===== config.mk =====
export PLATFORM = sky130hd
export DESIGN_NAME = ultrasonic_range_sched
export DESIGN_NICKNAME = d
export VERILOG_FILES = /design/src/rtl/ultrasonic_range_sched.sv
export SDC_FILE = /design/constraint.sdc
export NUM_CORES = 1
export LEC_CHECK = 0
export BUFFER_PORTS_ARGS = -buffer_cell sky130_fd_sc_hd__buf_2
export CAP_MARGIN = 20
export CELL_PAD_IN_SITES_DETAIL_PLACEMENT = 2
export CELL_PAD_IN_SITES_GLOBAL_PLACEMENT = 2
export CORE_ASPECT_RATIO = 0.8
export CORE_MARGIN = 2
export CORE_UTILIZATION = 40
export DETAILED_ROUTE_END_ITERATION = 6
export PLACE_DENSITY = 0.95
export SKIP_CTS_REPAIR_TIMING = 1
export SLEW_MARGIN = 20
export SYNTH_ARGS = -nofsm -noshare
export SYNTH_HDL_FRONTEND = slang
export SYNTH_SLANG_ARGS = --single-unit

===== constraint.sdc =====
create_clock -name clk -period 4.05 [get_ports clk]
set_input_delay 0.2025 -clock clk [delete_from_list [all_inputs] [get_ports clk]]
set_output_delay 0.2025 -clock clk [all_outputs]
set_load 0.03 [all_outputs]

===== src/rtl/ultrasonic_range_sched.sv =====
// Ultrasonic ranging scheduler: periodic trigger, echo timing, cm conversion,
// timeout detection and a hysteretic obstacle flag for motor arbitration.
module ultrasonic_range_sched #(
  parameter int CLK_DIV    = 50,
  parameter int TRIG_US    = 10,
  parameter int PERIOD_US  = 60000,
  parameter int TIMEOUT_US = 25000,
  parameter int US_PER_CM  = 58,
  parameter int STOP_CM    = 20,
  parameter int GO_CM      = 25,
  parameter int DIST_W     = 9
) (
  input  logic              clk,
  input  logic              rst,
  input  logic              enable,
  input  logic              echo,
  output logic              trig,
  output logic [DIST_W-1:0] distance,
  output logic              dist_valid,
  output logic              timeout,
  output logic              obstacle,
  output logic              busy
);

  localparam int PW   = (CLK_DIV > 1) ? $clog2(CLK_DIV) : 1;
  localparam int PERW = $clog2(PERIOD_US + 1);
  localparam int CMAX = (TIMEOUT_US > TRIG_US) ? TIMEOUT_US : TRIG_US;
  localparam int CW   = $clog2(CMAX + 1);
  localparam int UW   = $clog2(US_PER_CM + 1);

  typedef enum logic [2:0] {
    S_IDLE,
    S_TRIG,
    S_WAIT_RISE,
    S_MEASURE,
    S_HOLD
  } state_t;

  state_t            state_q;
  logic [PW-1:0]     pre_q;
  logic              tick;
  logic [2:0]        sync_q;
  logic              rise;
  logic              fall;
  logic [PERW-1:0]   per_q;
  logic [CW-1:0]     cnt_q;
  logic [UW-1:0]     us_q;
  logic [UW-1:0]     us_d;
  logic [DIST_W-1:0] cm_q;
  logic [DIST_W-1:0] cm_d;
  logic              trig_q;
  logic [DIST_W-1:0] dist_q;
  logic              dv_q;
  logic              to_q;
  logic              obs_q;

  assign tick = (pre_q == PW'(CLK_DIV - 1));

  always_ff @(posedge clk) begin
    if (rst) begin
      pre_q <= '0;
    end else if (tick) begin
      pre_q <= '0;
    end else begin
      pre_q <= pre_q + 1'b1;
    end
  end

  // sync_q[1] is the synchronised echo, sync_q[2] its previous value
  always_ff @(posedge clk) begin
    if (rst) begin
      sync_q <= '0;
    end else begin
      sync_q <= {sync_q[1:0], echo};
    end
  end

  assign rise = sync_q[1] & ~sync_q[2];
  assign fall = ~sync_q[1] & sync_q[2];

  // Includes the current tick so a falling edge captures the full width
  always_comb begin
    us_d = us_q;
    cm_d = cm_q;
    if (tick) begin
      if (us_q == UW'(US_PER_CM - 1)) begin
        us_d = '0;
        if (cm_q != {DIST_W{1'b1}}) begin
          cm_d = cm_q + 1'b1;
        end
      end else begin
        us_d = us_q + 1'b1;
      end
    end
  end

  always_ff @(posedge clk) begin
    if (rst) begin
      state_q <= S_IDLE;
      trig_q  <= 1'b0;
      dist_q  <= '0;
      dv_q    <= 1'b0;
      to_q    <= 1'b0;
      obs_q   <= 1'b0;
      per_q   <= '0;
      cnt_q   <= '0;
      us_q    <= '0;
      cm_q    <= '0;
    end else begin
      dv_q <= 1'b0;
      to_q <= 1'b0;
      if (state_q != S_IDLE && tick) begin
        per_q <= per_q + 1'b1;
      end
      unique case (state_q)
        S_IDLE: begin
          if (enable && tick) begin
            state_q <= S_TRIG;
            trig_q  <= 1'b1;
            per_q   <= '0;
            cnt_q   <= '0;
          end
        end
        S_TRIG: begin
          if (!enable) begin
            state_q <= S_IDLE;
            trig_q  <= 1'b0;
          end else if (tick) begin
            if (cnt_q == CW'(TRIG_US - 1)) begin
              trig_q  <= 1'b0;
              state_q <= S_WAIT_RISE;
              cnt_q   <= '0;
            end else begin
              cnt_q <= cnt_q + 1'b1;
            end
          end
        end
        S_WAIT_RISE: begin
          if (!enable) begin
            state_q <= S_IDLE;
          end else if (rise) begin
            state_q <= S_MEASURE;
            cnt_q   <= '0;
            us_q    <= '0;
            cm_q    <= '0;
          end else if (tick) begin
            if (cnt_q == CW'(TIMEOUT_US - 1)) begin
              to_q    <= 1'b1;
              obs_q   <= 1'b0;
              state_q <= S_HOLD;
            end else begin
              cnt_q <= cnt_q + 1'b1;
            end
          end
        end
        S_MEASURE: begin
          if (!enable) begin
            state_q <= S_IDLE;
          end else if (fall) begin
            dist_q  <= cm_d;
            dv_q    <= 1'b1;
            state_q <= S_HOLD;
            if (cm_d < DIST_W'(STOP_CM)) begin
              obs_q <= 1'b1;
            end else if (cm_d >= DIST_W'(GO_CM)) begin
              obs_q <= 1'b0;
            end
          end else if (tick) begin
            us_q <= us_d;
            cm_q <= cm_d;
            if (cnt_q == CW'(TIMEOUT_US - 1)) begin
              to_q    <= 1'b1;
              obs_q   <= 1'b0;
              state_q <= S_HOLD;
            end else begin
              cnt_q <= cnt_q + 1'b1;
            end
          end
        end
        S_HOLD: begin
          if (tick && per_q >= PERW'(PERIOD_US - 1)) begin
            per_q <= '0;
            cnt_q <= '0;
            if (enable) begin
              state_q <= S_TRIG;
              trig_q  <= 1'b1;
            end else begin
              state_q <= S_IDLE;
            end
          end
        end
        default: begin
          state_q <= S_IDLE;
          trig_q  <= 1'b0;
        end
      endcase
    end
  end

  assign trig       = trig_q;
  assign distance   = dist_q;
  assign dist_valid = dv_q;
  assign timeout    = to_q;
  assign obstacle   = obs_q;
  assign busy       = (state_q != S_IDLE);

endmodule


==> results of run 1 <==
routing by layer:
metal / share of wire [%] / vias to the layer above / global-route usage [%]
li1: - / 1718 / -
met5: 0 / - / 0
met3: 3.4 / 22 / 5.607
met1: 47 / 1857 / 31.95
met4: 1.7 / 0 / 7.419
met2: 48 / 79 / 45.96
how the worst max path moves through the flow:
stage | end | start | cells after the start
2_1_floorplan | obstacle | pre_q[0] | 7
3_3_place_gp | cnt_q[13] | pre_q[1] | 9
3_5_place_dp | cnt_q[13] | pre_q[1] | 9
4_1_cts | cnt_q[13] | pre_q[1] | 9
5_1_grt | cnt_q[13] | pre_q[1] | 9
6_report | cnt_q[13] | pre_q[1] | 9
kinds of logic after synthesis:
family,Yosys count
flip-flops,71
AND/OR/NAND/NOR,214
multiplexers,8
AO/OA/AOI/OAI,108
buffers and inverters,27
XOR/XNOR,25
adder cells (fa/ha/maj),8
per-stage QoR:
step | utilization (%) | instance area (µm²) | hold WS (ns)
2_1_floorplan | - | 3812 | 0.3307
3_3_place_gp | 43.45 | 3978 | 0.4259
3_5_place_dp | 43.45 | 3978 | 0.4217
4_1_cts | 47.01 | 4303 | 0.07685
5_1_grt | 47.01 | 4303 | 0.09398
6_report | 47.01 | 4303 | 0.07262
layout by cell type, fill, tap and decap left out, drive strengths merged, types with 3 or more instances in the layout:
cell type / instances
dfxtp: 71
nor2: 49
nand2: 42
a21oi: 34
nor3: 22
buf: 19
nand4: 18
nand3: 17
o21ai: 17
xor2: 16
clkbuf: 13
and3: 10
a211oi: 10
nor2b: 9
xnor2: 9
and2: 8
ha: 8
nor4: 8
a22oi: 8
inv: 7
a21o: 7
and4: 5
mux2i: 5
nand2b: 5
a41oi: 5
a31oi: 4
mux2: 3
a31o: 3
nor3b: 3
nor4b: 3
nand3b: 3
a311oi: 3
or3: 3
nand4b: 3
cell type report:
type / instances / share of cell area (%)
Timing Repair Buffer: 19 / 2.326
Clock buffer: 13 / 6.048
Multi-Input combinational cell: 363 / 53.13
Inverter: 7 / 0.6106
Clock inverter: 3 / 1.512
Sequential cell: 71 / 33.03
Tap cell: 115 / 3.344
registers in the layout (all words and copies together) (netlist names):
name and cells:
pre_q 6, us_q 6, cm_q 9, sync_q 3, dist_valid 1, timeout 1
distance 9, cnt_q 15, obstacle 1, trig 1, state_q 3, per_q 16
worst max-delay path, stage by stage, from the launching register on:
cell      delay (ns)
dfxtp_1         0.36
inv_1           0.06
ha_1            0.21
nand4b_4        0.18
nor2_1          0.12
buf_4           0.25
o21ai_1         0.35
and2_1          0.51
nor2_1          0.17
a311oi_1        0.30
power by group through the flow:
stage | Sequential [mW] | Clock [mW] | Combinational (mW)
final | 0.707 | 0.874 | 0.0308
after CTS | 0.706 | 0.888 | 0.0306
after detailed placement | 0.722 | 0 | 0.0303
after global routing | 0.707 | 0.915 | 0.0339
after floorplan | 0.720 | 0 | 0.0212
after global placement | 0.721 | 0 | 0.0287
==> results by group, run 1 <==
Pwr
  – Clock power share: 54.3%
  – Power Density: 374.6 mW/mm²
  – Power, Total: ~1.6 mW
  – Comb power frac: 1.9%
  – Sw Ratio: just over 20%
  – Psw: between 300 and 400 µW
  – Flop pwr share: 43.8%
  – Int Pwr: between 1 and 1.5 mW
  – Peak VDD IR: 0.1604 mV
  – Static leakage: 1.549 nW

Finish
  – Layout filler cell count: 1,021
  – FF+latch area: between 0.001 and 0.0015 mm²
  – Area Growth Syn to Fin: 12.87%
  – Area taken by multi-input logic gates: between 0.002 and 0.0025 mm²
  – Final std cells w/o fill: 591
  – Final nets: just under 500
  – Ant diodes: 0
  – Fraction of layout instances using a drive strength above 1: 10.50%

STA
  – Final Cycle Share: about two thirds
  – Final Max Slew Viols: 0
  – Fmax: ~380 MHz
  – Worst-margin pin slew: about 0.8 ns
  – Hold Vio Cnt, Final: 0
  – RSZ-0062 raised after global routing: no
  – Setup Skew: between 0.007 and 0.008 ns
  – Post-route setup TNS: 0 ns
  – Final worst slack: 1.430 ns
  – Final Setup Violations: 0
  – Slew HR: 46.01%
  – Final min period: ~2.6 ns

Logic synthesis
  – Post-synthesis mux area share: 2.199%
  – Synth Area in Compound Gates: 18.90%
  – Most frequent cell after synthesis: dfxtp_1
  – Syn nets: 473
  – Largest cells by area after synthesis: dfxtp_1 (37%), nor2_1 (4.8%), a21oi_1 (4.5%)
  – Post-Synth Simple-Gate Area: 30.49%
  – Cell Area, Synth: around 0.0038 mm²
  – Sequential share of the synthesized area: 37.28%
  – Syn avg cell area: 8.270 µm²
  – Commonest cells in the netlist: dfxtp_1 (71), nor2_1 (49), nand2_1 (42)
  – Yosys cell types: 61
  – Yosys top cell area share: 37.28%
  – Yosys warns: 0
  – Xor/xnor cell area share of the yosys netlist: 5.743%
  – Largest family of logic cells by synthesized area: simple AND/OR/NAND/NOR gates
  – Area share of fa/ha/maj cells after synthesis: between 2 and 3%
  – Fraction of registers with async set/reset: 0%
  – Gate count of the mapped netlist: between 400 and 500
  – Post-synth EDFFs: 0
  – Yosys top cell by area: dfxtp_1
  – Ys flop type: dfxtp_1
  – Register bit total from synthesis: 71

Worst setup path
  – Critical R2R Launch: pre_q[1]
  – Worst EP arrival: about 2.9 ns
  – Crit start category: flip-flop
  – R2R Path End: cnt_q[13]
  – Required @ worst endpoint: ~4.3 ns
  – Reg-to-reg slack, setup: approximately 1.4 ns
  – Register-to-Register Path Depth: 9
  – Crit-path max FO: 14
  – Crit Path Class: reg2reg
  – Worst setup EP type: flip-flop

Clock tree
  – H-tree Lvls: 3
  – Worst-path clk slew: 0.06 ns
  – CTS Buffer Depth: 2
  – Clk Latency, worst-skew pair: 0.35 ns
  – Num CTS Buffers: 9
  – Clock Root Buffer: clkbuf_16
  – Clk sinks: 71
  – CTS tree: built

Hold path
  – Worst Hold Class: in2reg
  – Hold depth: 2
  – WHS Endpoint: sync_q[0]
  – HP Start: echo

Detailed routing
  – Avg WL per Cell: 21.95 µm
  – Vias: 3,676
  – Final wirelength: 12,970 µm
  – Initial DRC count: 147
  – Post-DR vias/cell: 6.220
  – Antenna-violating nets left: 0
  – Pre-antenna DRT Iters: 6
  – DR DRC count: 3

Floorplanning
  – Row cnt: 31
  – Core Area: between 0.009 and 0.01 mm²
  – Die area: 0.01033 mm²
  – # IOs: 18
  – Overall die width: 113.2 µm
  – Initial Util: 41.65%
  – Chip Height: 91.32 µm

Global route
  – Initial antenna violation count: 0
  – Total track usage: between 20% and 30%
  – Largest net degree at the start of global routing: 30
  – First-pass GRT wire length: between 20,000 and 25,000 µm
  – Vias in the first global route: 4,079
  – Grt ovf: 0

Placed design
  – Post-DP HPWL: around 9100 µm
  – Routability Congestion: 0.8859
  – I/O Buffers: 17
  – Pre-CTS WS: 1.485 ns
  – Placed Cells: between 500 and 600

Job
  – Max-cap viol count: 0

Status
  – Status: finished, violations left
  – Failing checks: design-rule violations
No activity file was read; power rests on OpenSTA's default activity.
==> inputs of run 2 (changes only) <==
CORE_UTILIZATION = 37   (was 40)
PLACE_DENSITY = 0.89   (was 0.95)
clock period = 2.7 ns   (was 4.05 ns; I/O delays follow)
==> run 2 against run 1 <==
  * The flow now finishes without violations
  * Critical path depth fell by 2
  * Highest routed layer unchanged
  * Clock power rose by 40%
  * Cell count rose by 5.4%
  * Design area rose by 1.5%
  * Sequential power rose by 50%
==> results by group, run 2 (synthesized netlist as in run 1, its figures left out) <==
Floorplanning
  – Overall die width: about 120 µm
  – Row cnt: 33
  – # IOs: 18
  – Initial Util: 37.53%
  – Chip Height: 94.79 µm
  – Die area: 0.01114 mm²
  – Core Area: 0.01016 mm²

STA
  – Fmax: about 390 MHz
  – Final Max Slew Viols: 0
  – Worst-margin pin slew: just under 0.8 ns
  – RSZ-0062 raised after global routing: no
  – Slew HR: 47.75%
  – Final Setup Violations: 0
  – Hold Vio Cnt, Final: 0
  – Setup Skew: between 0.006 and 0.007 ns
  – Post-route setup TNS: 0 ns
  – Final min period: around 2.5 ns
  – Final Cycle Share: 94.39%
  – Final hold slack: 0.01697 ns

Detailed routing
  – Pre-antenna DRT Iters: 4
  – DR DRC count: 0
  – Avg WL per Cell: approximately 21 µm
  – Initial DRC count: 225
  – Vias: 3,711
  – Post-DR vias/cell: about 6.0
  – Antenna-violating nets left: 0
  – Final wirelength: 13,180 µm

Global route
  – First-pass GRT wire length: 21,640 µm
  – Total track usage: 24.92%
  – Vias in the first global route: 4,036
  – Largest net degree at the start of global routing: 32
  – Initial antenna violation count: 0
  – Grt ovf: 0

Placed design
  – Post-DP HPWL: 8987 µm
  – Routability Congestion: just under 0.8
  – I/O Buffers: 17
  – Placed Cells: 608

Finish
  – Ant diodes: 0
  – Commonest non-fill, non-tap cell in the layout: dfxtp_1
  – Top Registers: per_q x16, cnt_q x15
  – Fraction of layout instances using a drive strength above 1: 12.01%
  – Largest register by flop count: per_q
  – Commonest non-fill, non-tap cells in the layout: dfxtp_1 (71), nor2_1 (49), nand2_1 (42)
  – Max FFs per register: 16
  – Final Core Density: 43.00%
  – Final std cells w/o fill: 623
  – Final nets: between 400 and 500
  – Area Growth Syn to Fin: 14.57%

Status
  – Status: complete, no violations

Clock tree
  – Clock Root Buffer: clkbuf_16
  – Num CTS Buffers: 9
  – Worst-path clk slew: 0.06 ns
  – Clk sinks: 71
  – H-tree Lvls: 3
  – CTS Buffer Depth: 2
  – Clk Latency, worst-skew pair: between 0.3 and 0.4 ns
  – CTS tree: built

Pwr
  – Power, Total: 2.324 mW
  – Power Density: between 500 and 600 mW/mm²
  – Static leakage: approximately 1.6 nW
  – Peak VDD IR: 0.2758 mV

Job
  – Max-cap viol count: 0

Worst setup path
  – Crit-path max FO: 10
  – Worst setup EP type: flip-flop
  – Crit start category: flip-flop
  – Required @ worst endpoint: 2.92 ns
  – Worst EP arrival: 2.77 ns
  – Crit Path Class: reg2reg

Hold path
  – Worst Hold Class: in2reg
## run 2: layer usage
layer	global-route usage [%]	share of wire, %
met3	5.374	3.3
met1	29.48	45
met2	44.30	50
met4	10.64	2.0
met5	0	0
## run 2: area by class of cell
class | instances | area (µm²)
tap | 140 | 175.2
clock inverter | 3 | 42.54
sequential | 71 | 1421
fill | 1160 | 5789
timing repair buffer | 27 | 160.2
clock buffer | 12 | 256.5
multi-input combinational | 363 | 2286
inverter | 7 | 26.28
## run 2: path summary, 6_finish.rpt
check                           slack [ns]          end  depth (start not counted)        start
worst min register to register        0.46  distance[7]                          2  distance[7]
worst max register to register        0.15      us_q[5]                          7     pre_q[0]
worst min-delay path                  0.02    sync_q[0]                          2         echo
worst max-delay path                  0.15      us_q[5]                          7     pre_q[0]
## run 2: stage by stage
stage,area [µm²],setup WS (ns)
after floorplan,3812,0.6723
after global placement,4069,0.4784
after detailed placement,4069,0.3020
after CTS,4368,0.1955
after global routing,4368,0.006619
final,4368,0.1515
## run 2: critical path: stages, from the launching register on
cell and delay [ns]:
dfxtp_1 0.38, ha_1 0.21, nand4b_4 0.24, nor4b_1 0.60, o21ai_1 0.39, nor3_1 0.38
xnor2_1 0.17, nor2_1 0.06
## run 2: power breakdown
part	switching (mW)	leakage [nW]	internal, mW	total [mW]
Clock	0.457	0.145	0.759	1.22
Sequential	0.00582	0.573	1.05	1.06
Combinational	0.0335	0.859	0.0150	0.0485
==> inputs of run 3 (changes only) <==
CORE_MARGIN = unset   (was 2)
==> run 3 against run 2 <==
  * Setup slack better by 0.068 ns
  * Clock skew up 0.0019 ns
  * Sequential power about the same
  * Critical path depth unchanged
  * Design area up 0.23%
  * Fmax up 2.8%
  * Largest power group unchanged
  * Highest routed layer unchanged
==> results by group, run 3 (synthesized netlist as in run 1, its figures left out) <==
Job
  – Max-cap viol count: 0

STA
  – Final min period: ~2.5 ns
  – Final Max Slew Viols: 0
  – Slew HR: 49.57%
  – Fmax: ~400 MHz
  – Final hold slack: between 0.002 and 0.003 ns
  – Final Cycle Share: 91.85%
  – Hold Vio Cnt, Final: 0
  – Final Setup Violations: 0
  – Setup Skew: between 0.008 and 0.009 ns
  – RSZ-0062 raised after global routing: no
  – Post-route setup TNS: 0 ns
  – Worst-margin pin slew: 0.7496 ns

Floorplanning
  – Overall die width: 115.5 µm
  – Initial Util: 38.86%
  – Core Area: 0.009809 mm²
  – # IOs: 18
  – Chip Height: 92.79 µm
  – Die area: ~0.011 mm²
  – Row cnt: 32

Pwr
  – Comb power frac: 2.1%
  – Psw: 534.8 µW
  – Int Pwr: 1.813 mW
  – Clock power share: 52.8%
  – Static leakage: 1.581 nW
  – Sw Ratio: roughly 23%
  – Flop pwr share: 45.1%
  – Power, Total: 2.348 mW
  – Power Density: 536.3 mW/mm²
  – Peak VDD IR: 0.3552 mV

Worst setup path
  – R2R Path End: obstacle
  – Crit Path Class: reg2reg
  – Worst setup EP type: flip-flop
  – Crit-path max FO: 10
  – Required @ worst endpoint: 2.94 ns
  – Critical R2R Launch: pre_q[0]
  – Worst EP arrival: 2.72 ns
  – Crit start category: flip-flop
  – Register-to-Register Path Depth: 7
  – Reg-to-reg slack, setup: 0.22 ns

Finish
  – Design area: between 0.004 and 0.005 mm²
  – Final nets: 491
  – Fraction of layout instances using a drive strength above 1: 12.60%
  – Ant diodes: 0
  – Largest register by flop count: per_q
  – Top Registers: per_q x16, cnt_q x15
  – Max FFs per register: 16
  – Commonest non-fill, non-tap cells in the layout: dfxtp_1 (71), nor2_1 (49), nand2_1 (42)
  – Commonest non-fill, non-tap cell in the layout: dfxtp_1
  – Layout filler cell count: 1,089
  – Final Core Density: 44.63%
  – Area Growth Syn to Fin: 14.83%

Placed design
  – Post-DP Area: 0.004064 mm²
  – Routability Congestion: 0.8154
  – Post-DP HPWL: 9036 µm
  – I/O Buffers: 17

Global route
  – Largest net degree at the start of global routing: 33
  – Initial antenna violation count: 0
  – Vias in the first global route: just under 4,000
  – Grt ovf: 0
  – Total track usage: 26.29%
  – First-pass GRT wire length: about 21,000 µm

Hold path
  – HP Start: echo
  – WHS Endpoint: sync_q[0]
  – Hold depth: 2
  – Worst Hold Class: in2reg

Clock tree
  – CTS Buffer Depth: 2
  – CTS tree: built
  – Clk sinks: just over 70
  – H-tree Lvls: 3
  – Clock Root Buffer: clkbuf_16
  – Clk Latency, worst-skew pair: roughly 0.35 ns
  – Num CTS Buffers: 9
  – Worst-path clk slew: roughly 0.06 ns

Detailed routing
  – Post-DR vias/cell: 5.963
  – Vias: 3,697
  – Pre-antenna DRT Iters: 4
  – Final wirelength: 13,060 µm
  – DR DRC count: 0
  – Antenna-violating nets left: 0
  – Initial DRC count: roughly 170
  – Avg WL per Cell: 21.07 µm

Status
  – Status: complete, no violations
==> run 3: cell types whose count changed in the layout (fill, tap and decap cells not counted) <==
cell,previous run,this run
clkbuf_1,1,0
inv_6,0,1
nor4_1,6,5
nor4_2,1,2
clkinv_4,0,2
clkbuf_8,2,1
==> run 3: through the flow <==
| stage | worst slack (ns) | cells |
|---|---|---|
| after floorplan | 0.6723 | 461 |
| after global placement | 0.2897 | 604 |
| after detailed placement | 0.1928 | 604 |
| after CTS | 0.1647 | 620 |
| after global routing | 0.009053 | 620 |
| final | 0.2199 | 620 |
==> run 3: worst max path at each step <==
stage,startpoint,end
2_1_floorplan,pre_q[0],obstacle
6_report,pre_q[0],obstacle
4_1_cts,cm_q[0],obstacle
3_5_place_dp,pre_q[0],obstacle
5_1_grt,pre_q[0],obstacle
3_3_place_gp,pre_q[0],obstacle
==> run 3: power groups by stage <==
| stage | Combinational, mW | Clock [mW] | Sequential (mW) |
|---|---|---|---|
| 6_report | 0.0483 | 1.24 | 1.06 |
| 5_1_grt | 0.0526 | 1.31 | 1.06 |
| 4_1_cts | 0.0477 | 1.27 | 1.06 |
| 3_5_place_dp | 0.0476 | 0 | 1.08 |
| 3_3_place_gp | 0.0453 | 0 | 1.08 |
| 2_1_floorplan | 0.0319 | 0 | 1.08 |
==> run 3: critical path, cell delays in order, from the launching register on <==
cell,delay (ns)
dfxtp_1,0.39
ha_1,0.22
nand4b_4,0.24
nor4_4,0.49
o21ai_1,0.35
mux2i_1,0.24
o221ai_1,0.15
a32o_1,0.28
==> run 3: cell type report <==
type                            count  area, µm²  area share (%)
Timing Repair Buffer               27      160.2           3.658
Inverter                            7      26.28          0.6002
Clock inverter                      6      68.82           1.572
Tap cell                          136      170.2           3.887
Multi-Input combinational cell    363       2292           52.36
Clock buffer                       10      239.0           5.459
Sequential cell                    71       1421           32.47
==> run 3: layer usage <==
metal / part of all wire [%] / wire [µm] / track usage (%) / up-vias
met1: 46 / 6058 / 32.68 / 1895
met5: 0 / 0 / 0 / -
met2: 49 / 6392 / 44.36 / 47
met4: 1.4 / 186 / 10.50 / 0
met3: 3.3 / 425 / 5.039 / 20
li1: - / - / - / 1735
